## src/rtl/dev_gpo_ctl_if.sv

```systemverilog
// WISHBONE slave-side bus bundle for the GPO controller MMIO slot.
`ifndef REG_ADDR_WIDTH
`define REG_ADDR_WIDTH 8
`endif
`ifndef DATA_WIDTH
`define DATA_WIDTH 32
`endif

interface dev_gpo_ctl_if;
  logic [`REG_ADDR_WIDTH-1:0] ADDR_I;
  logic [`DATA_WIDTH-1:0]     DAT_I;
  logic [`DATA_WIDTH-1:0]     DAT_O;
  logic                       CYC_I;
  logic                       STB_I;
  logic                       WE_I;
  logic                       ACK_O;

  modport master (
    output ADDR_I, DAT_I, CYC_I, STB_I, WE_I,
    input  DAT_O, ACK_O
  );

  modport slave (
    input  ADDR_I, DAT_I, CYC_I, STB_I, WE_I,
    output DAT_O, ACK_O
  );
endinterface

```

## src/rtl/dev_gpo_ctl.sv

```systemverilog
// General-purpose output controller: atomic set/clear/toggle, readback and
// per-bit one-shot pulses that invert the static output level for plen cycles.
`ifndef REG_ADDR_WIDTH
`define REG_ADDR_WIDTH 8
`endif
`ifndef DATA_WIDTH
`define DATA_WIDTH 32
`endif

module dev_gpo_ctl #(
  parameter int unsigned W     = 8,
  parameter int unsigned CNT_W = 16
) (
  input  logic         CLK_I,
  input  logic         RST_N_I,
  dev_gpo_ctl_if.slave bus,
  output logic [W-1:0] dout
);
  localparam int unsigned DW = `DATA_WIDTH;

  typedef enum logic [2:0] {
    AddrData   = 3'd0,
    AddrSet    = 3'd1,
    AddrClr    = 3'd2,
    AddrTgl    = 3'd3,
    AddrPlen   = 3'd4,
    AddrPulse  = 3'd5,
    AddrStatus = 3'd6,
    AddrRsvd   = 3'd7
  } reg_addr_e;

  logic [W-1:0]            out_buf_q, out_buf_d;
  logic [CNT_W-1:0]        plen_q, plen_d;
  logic [W-1:0][CNT_W-1:0] cnt_q, cnt_d;
  logic                    ack_q;
  logic [DW-1:0]           dat_q, dat_d, rdata;
  logic [W-1:0]            active, wmask;
  logic                    acc, wr, rd, pulse_wr;
  reg_addr_e               addr;
  logic                    unused_bus;

  assign addr     = reg_addr_e'(bus.ADDR_I[2:0]);
  assign acc      = bus.CYC_I & bus.STB_I & ~ack_q;
  assign wr       = acc & bus.WE_I;
  assign rd       = acc & ~bus.WE_I;
  assign wmask    = bus.DAT_I[W-1:0];
  // A zero pulse length leaves running counters untouched rather than cancelling them.
  assign pulse_wr = wr && (addr == AddrPulse) && (plen_q != '0);

  always_comb begin
    for (int i = 0; i < W; i++) begin
      active[i] = (cnt_q[i] != '0);
    end
  end

  assign dout = out_buf_q ^ active;

  always_comb begin
    out_buf_d = out_buf_q;
    plen_d    = plen_q;
    if (wr) begin
      case (addr)
        AddrData: out_buf_d = wmask;
        AddrSet:  out_buf_d = out_buf_q | wmask;
        AddrClr:  out_buf_d = out_buf_q & ~wmask;
        AddrTgl:  out_buf_d = out_buf_q ^ wmask;
        AddrPlen: plen_d    = bus.DAT_I[CNT_W-1:0];
        default:  ;
      endcase
    end
  end

  // Reload takes priority over the decrement, so a retrigger never shows a gap.
  always_comb begin
    for (int i = 0; i < W; i++) begin
      cnt_d[i] = active[i] ? cnt_q[i] - CNT_W'(1) : cnt_q[i];
      if (pulse_wr && wmask[i]) begin
        cnt_d[i] = plen_q;
      end
    end
  end

  always_comb begin
    rdata = '0;
    case (addr)
      AddrData:                 rdata[W-1:0]     = dout;
      AddrSet, AddrClr, AddrTgl: rdata[W-1:0]    = out_buf_q;
      AddrPlen:                 rdata[CNT_W-1:0] = plen_q;
      AddrPulse, AddrStatus:    rdata[W-1:0]     = active;
      default:                  ;
    endcase
    dat_d = rd ? rdata : dat_q;
  end

  always_ff @(posedge CLK_I or negedge RST_N_I) begin
    if (!RST_N_I) begin
      out_buf_q <= '0;
      plen_q    <= CNT_W'(1);
      cnt_q     <= '0;
      ack_q     <= 1'b0;
      dat_q     <= '0;
    end else begin
      out_buf_q <= out_buf_d;
      plen_q    <= plen_d;
      cnt_q     <= cnt_d;
      ack_q     <= acc;
      dat_q     <= dat_d;
    end
  end

  assign bus.ACK_O = ack_q;
  assign bus.DAT_O = dat_q;

  assign unused_bus = ^{bus.ADDR_I, bus.DAT_I};
endmodule

```

## src/flat_wrapper.sv

```systemverilog
// flat-port wrapper written by rule: the top's interface ports become plain ports
module dev_gpo_ctl_flat 
#(
  parameter int unsigned W     = 8,
  parameter int unsigned CNT_W = 16
)
  (CLK_I, RST_N_I, dout, bus_ADDR_I, bus_DAT_I, bus_CYC_I, bus_STB_I, bus_WE_I, bus_DAT_O, bus_ACK_O);
  dev_gpo_ctl_if bus_i ();
  input  logic CLK_I;
  input  logic RST_N_I;
  output logic [W-1:0] dout;
  input wire logic [$bits(bus_i.ADDR_I)-1:0] bus_ADDR_I;
  input wire logic [$bits(bus_i.DAT_I)-1:0] bus_DAT_I;
  input wire logic [$bits(bus_i.CYC_I)-1:0] bus_CYC_I;
  input wire logic [$bits(bus_i.STB_I)-1:0] bus_STB_I;
  input wire logic [$bits(bus_i.WE_I)-1:0] bus_WE_I;
  output wire logic [$bits(bus_i.DAT_O)-1:0] bus_DAT_O;
  output wire logic [$bits(bus_i.ACK_O)-1:0] bus_ACK_O;
  assign bus_i.ADDR_I = bus_ADDR_I;
  assign bus_i.DAT_I = bus_DAT_I;
  assign bus_i.CYC_I = bus_CYC_I;
  assign bus_i.STB_I = bus_STB_I;
  assign bus_i.WE_I = bus_WE_I;
  assign bus_DAT_O = bus_i.DAT_O;
  assign bus_ACK_O = bus_i.ACK_O;
  dev_gpo_ctl #(.W(W), .CNT_W(CNT_W)) u_core (.CLK_I(CLK_I), .RST_N_I(RST_N_I), .bus(bus_i), .dout(dout));
endmodule
```

## config.mk

```make
export PLATFORM = sky130hd
export DESIGN_NAME = dev_gpo_ctl_flat
export DESIGN_NICKNAME = d
export VERILOG_FILES = /design/src/rtl/dev_gpo_ctl_if.sv /design/src/rtl/dev_gpo_ctl.sv /design/src/flat_wrapper.sv
export SDC_FILE = /design/constraint.sdc
export NUM_CORES = 1
export LEC_CHECK = 0
export BUFFER_PORTS_ARGS = -buffer_cell sky130_fd_sc_hd__buf_2
export CAP_MARGIN = 40
export CELL_PAD_IN_SITES_DETAIL_PLACEMENT = 1
export CELL_PAD_IN_SITES_GLOBAL_PLACEMENT = 2
export CORE_AREA = 4 4 228 141
export DETAILED_ROUTE_END_ITERATION = 16
export DIE_AREA = 0 0 232 145
export GPL_ROUTABILITY_DRIVEN = 0
export HOLD_SLACK_MARGIN = 0.03
export PLACE_DENSITY = 0.86
export SYNTH_ARGS = -nofsm -noshare
export SYNTH_HDL_FRONTEND = slang
export SYNTH_SLANG_ARGS = --single-unit
```

## constraint.sdc

```tcl
create_clock -name CLK_I -period 2.3 [get_ports CLK_I]
set_input_delay 0.345 -clock CLK_I [delete_from_list [all_inputs] [get_ports CLK_I]]
set_output_delay 0.345 -clock CLK_I [all_outputs]
set_load 0.01 [all_outputs]
```

* After elaboration in Yosys (flattened, before gate mapping)
Cells that the tools add are included.
** Storage, ports and cells
- Register bits :: 169
- Bits of input ports :: 45
- Output and inout bits :: 41
- Logic and storage cells :: 89
** Operators by class
- $add $sub $neg :: 8
- Eq/ne operators :: 6
- Muxes and demuxes :: 19
- Bitwise gates (word level) :: 11
- Reduce and logical (&&, ||, !) cells :: 33
** Operators with widths (number)
- 16-bit 2-to-1 mux :: 16
- 16-bit nonzero test :: 9
- 16-bit by 1-bit subtractor with 16-bit output (second input constant) :: 8
- 8-bit one-hot mux with 4 select lines :: 2
- 2-bit nonzero test :: 8
- 8-bit XOR :: 2
- 1-bit logical AND :: 10
- 3-bit == test (second input constant) :: 3
- 8-bit AND :: 1
- 8-bit 2-to-1 mux :: 1
- 8-bit inverter :: 1
- 8-bit OR :: 1
- 3-bit by 2-bit == test with 1-bit output (second input constant) :: 2
- 1-bit AND :: 4
- 2-bit AND reduction :: 2
- 4-bit nonzero test :: 1
- 3-bit by 1-bit == test with 1-bit output (second input constant) :: 1
- 3-bit logical NOT :: 1
- 3-bit OR reduction :: 1
- 1-bit inverter :: 2
- 2-bit OR reduction :: 1

* Depth between registers and ports, before layout
- Depth after elaboration :: 7
- Depth in mapped cells :: 9
- Gate-level depth less buffers :: 7

* Worst setup path after synthesis
Ideal clock, no wire load.
- Path type :: flip-flop to flip-flop
- Start :: register u_core.cnt_q[96] (netlist bit)
- End :: register u_core.cnt_q[97] (netlist bit)
- Library setup time :: 0.083 ns
- Arrival :: 2.145 ns
- Required time :: 2.217 ns
- Slack :: 0.073 ns
- Cell stages (with the launch flop) :: 10
- Buffers on the path :: 2
- Period minus slack after synthesis :: 2.227 ns
- Cells stage by stage :: dfrtp_1 > inv_1 > ha_1 > or3b_1 > buf_2 > nor4b_4 > and2_1 > buf_4 > mux2_2 > o21ai_0
** Between the ends
- Word-level cells in the longest chain between the ends :: 3
- Elaborated cells on any way between the ends :: 5
- Those cells by class :: 1 x add/sub; 2 x mux; 2 x reduce/logical
** Ends and longest elaborated chain
- start: declaration :: RTL line dev_gpo_ctl.sv:34 : logic [W-1:0][CNT_W-1:0] cnt_q, cnt_d;
- start signal: assignment :: RTL line dev_gpo_ctl.sv:105 : cnt_q <= cnt_d;
- 16-bit by 1-bit subtractor with 16-bit output :: RTL line dev_gpo_ctl.sv:76 : cnt_d[i] = active[i] ? cnt_q[i] - CNT_W'(1) : cnt_q[i];
- 16-bit 2-to-1 mux :: RTL line dev_gpo_ctl.sv:76
- 16-bit 2-to-1 mux :: RTL line dev_gpo_ctl.sv:77 : if (pulse_wr && wmask[i]) begin
Parallel ways exist; a longest one is shown, timed or not. The select of a mux whose other input is x is not followed.
A chain may end at the register's enable or synchronous reset.

* Final worst setup path
- Start :: register u_core.cnt_q[17] (netlist bit)
- End :: output dout[1]
** Between the ends
- Word-level cells in the longest chain between the ends :: 2
** Ends and longest elaborated chain
- 16-bit nonzero test :: RTL line dev_gpo_ctl.sv:52 : active[i] = (cnt_q[i] != '0);
- 8-bit XOR :: RTL line dev_gpo_ctl.sv:56 : assign dout = out_buf_q ^ active;
- end: declaration :: RTL line flat_wrapper.sv:11 : output logic [W-1:0] dout;
No other way between the ends.

==> flow_metrics.tcl <==
set metrics [dict create \
    core_area_um2 29800 \
    post-route-period-util_pct 115 \
    crit_slowest_cell "dfrtp_1" \
    crit_arrival_ns 2.30 \
    routed_wl_um 35600 \
    path_buf_inv 2 \
    final_antenna_net_count 0 \
    dp.cells 1603 \
    avgSynthCellArea_um2 9.18 \
    setup_tns_ns -1.04 \
    via_per_inst 5.40 \
    slew_headroom_pct 58.2 \
    syn_area_um2 10100 \
    ys.flop_type "dfrtp_1" \
    grt_pass1_wl_um 54100 \
    grt_pass1_vias 9265 \
    rsz0062_at_grt "true" \
    drv_cap 0 \
    fill_cells 3401 \
    path_cells "inv_2, ha_4, or3b_4, or3_4, nand2b_4, xnor2_2, buf_2" \
    grt-ovfl-total 0 \
    clock_latency_ns 0.46 \
    die_w_um 232 \
    numPortBuffers 48 \
    violations "setup timing" \
    fin_skew_ns 0.0106 \
    synth.distinct_cells 68 \
    yosys-top-cells-count "dfrtp_1 (168), nand2_1 (117), nor2_1 (103), o21ai_0 (69), a21oi_1 (58)" \
    synth_top_area_cell "dfrtp_1" \
    vdd_drop_max_mv 0.540 \
    cts_buffers 17 \
    cts.sinks 169 \
    clockBufferDepth 2 \
    dp_hpwl_um 24000 \
    dieHeight_um 145 \
    cp-start-kind "flip-flop" \
    grt_max_degree 50 \
    p_leak_nw 5.46 \
    drc 0 \
    vias 9142 \
    areaGrowthSynthToFinish_pct 26.6 \
    crit_family "simple AND/OR/NAND/NOR gates" \
    min_to "u_core.plen_q[10]" \
    synth_top_area_share_pct 41.6 \
    yosysWarnings 0 \
    regToRegStartpoint "u_core.cnt_q[33]" \
    synthCells 1100 \
    cts_tree "done" \
    dieArea_um2 33600 \
    rr_worst_depth 7 \
    drive_above_1_share_pct 27.6 \
    final_nets 1341 \
    required_ns 1.96 \
    synth_area_leaders "dfrtp_1 (42%), xnor2_1 (4.9%), nand2_1 (4.3%), nor2_1 (3.8%), o21ai_0 (3.4%)" \
    drt_iter0_drc 738 \
    antenna_cells 0 \
    period_minus_slack_ns 2.64 \
    worst_pin_slew_ns 0.626 \
    crit_fanout 2 \
    dr.pass1.iters 5 \
    slowest_delay_ns 0.39 \
    final_cell_count_no_fill 1692 \
    layout_setup_ws_ns -0.344 \
    hold_viol_final 0 \
    critPathCaptureType "output pin" \
    synth_edf_count 0 \
    worstSetupPathType "flip-flop to output pin" \
    timing.fmax_mhz 378 \
    rows 49 \
    finalSetupViolCount 6 \
    ios 86 \
    reg2reg_to "u_core.cnt_q[41]" \
    hp-start "bus_DAT_I[10]" \
    antenna_found_initial 0 \
    ys_async_sr_fraction_pct 100 \
    clkTransAtPathRegs_ns 0.07 \
    start_util_pct 33.9 \
    min_path_cells 2 \
    yosysSeqAreaShare_pct 41.9 \
    r2r_slack_ns 0.08 \
    cts_max_level 4 \
    hold_path.class "primary input to flip-flop" \
    power_per_cell_area_nw_per_um2 1030 \
    slew_viol_final 0 \
    ys_seq_elements 169 \
    track_usage_pct 20.8 \
    finalPower_mw 13.1 \
    cts-root-buf "clkbuf_16" \
    dp_slack_ns -0.0377 \
    drt-wirelength-per-cell_um 21.0 \
    outcome "finished, violations left" \
    synth.most_common_cell "dfrtp_1" \
]
-- flip-flops by register name, indices dropped and copies added (netlist names) --
name	count
u_core.out_buf_q	8
u_core.bus.DAT_O	16
u_core.bus.ACK_O	1
u_core.cnt_q	128
u_core.plen_q	16
-- timing repair --
action / 4_1_cts / 5_1_grt
hold endpoints to repair: 40 / 0
hold buffers: 1 / 0
resized for setup: 67 / 23
setup buffers: 38 / 20
pin swaps: 25 / 12
setup endpoints to repair: 14 / 94
-- worst max-delay path by stage --
stage	slack [ns]	endpoint	start	cells past startpoint
after floorplan	0.07	u_core.cnt_q[97]	u_core.cnt_q[96]	9
after global placement	0.07	dout[6]	u_core.cnt_q[96]	7
after detailed placement	-0.04	dout[1]	u_core.cnt_q[17]	7
after CTS	-0.37	dout[1]	u_core.cnt_q[17]	7
after global routing	-0.38	dout[1]	u_core.cnt_q[17]	7
final	-0.34	dout[1]	u_core.cnt_q[17]	7
-- metrics by stage --
step           util, %  hold slack [ns]  instance area, µm²
3_5_place_dp      38.2            0.331               11400
5_1_grt           42.9            0.114               12800
4_1_cts           42.1            0.110               12500
3_3_place_gp      38.2            0.320               11400
2_1_floorplan        -           0.0494               10200
6_report          42.9            0.130               12800
-- power by group --
part           internal [mW]  leakage, nW  switching (mW)
clock network           1.72        0.277            1.27
registers               3.96         2.00            1.24
logic                   2.51         3.18            2.44
-- cells by family after synthesis --
group	synth area share [%]
AO/OA/AOI/OAI	14.0
multiplexers	6.36
AND/OR/NAND/NOR	22.0
buffers and inverters	5.43
XOR/XNOR	7.20
flip-flops	41.9
other	0.0371
adder cells (fa/ha/maj)	3.10
-- layout make-up --
class                   count  area [µm²]  area share (%)
flip-flops and latches    169        4240            33.2
well taps                 408         510            3.99
multi-input cells         827        5750            45.0
repair buffers            208        1520            11.9
clock inverters             6        87.6           0.685
clock buffers              26         499            3.91
inverters                  48         180            1.41
-- routing by layer --
layer  GRT usage (%)  share of wire (%)  vias to the layer above
met5               0                  0                        -
met3            4.49                4.3                       30
met4            4.57                1.1                        0
met1            30.0                 48                     4690
li1                -                  -                     4232
met2            32.1                 46                      190
-- layout by cell type (no fill, tap or decap), drive strengths merged, types with 9 or more instances in the layout --
cell type  count
a21oi         59
a22o          33
a31oi         15
buf          207
clkbuf        26
conb          16
dfrtp        168
ha            25
inv           48
mux2          22
mux2i         21
nand2        117
nand3         43
nand4         11
nor2         104
nor3          37
nor4          33
o211ai        12
o21ai         70
o31ai          9
or3           16
or4           12
xnor2         57
xor2          26
No activity file was read; power rests on OpenSTA's default activity.
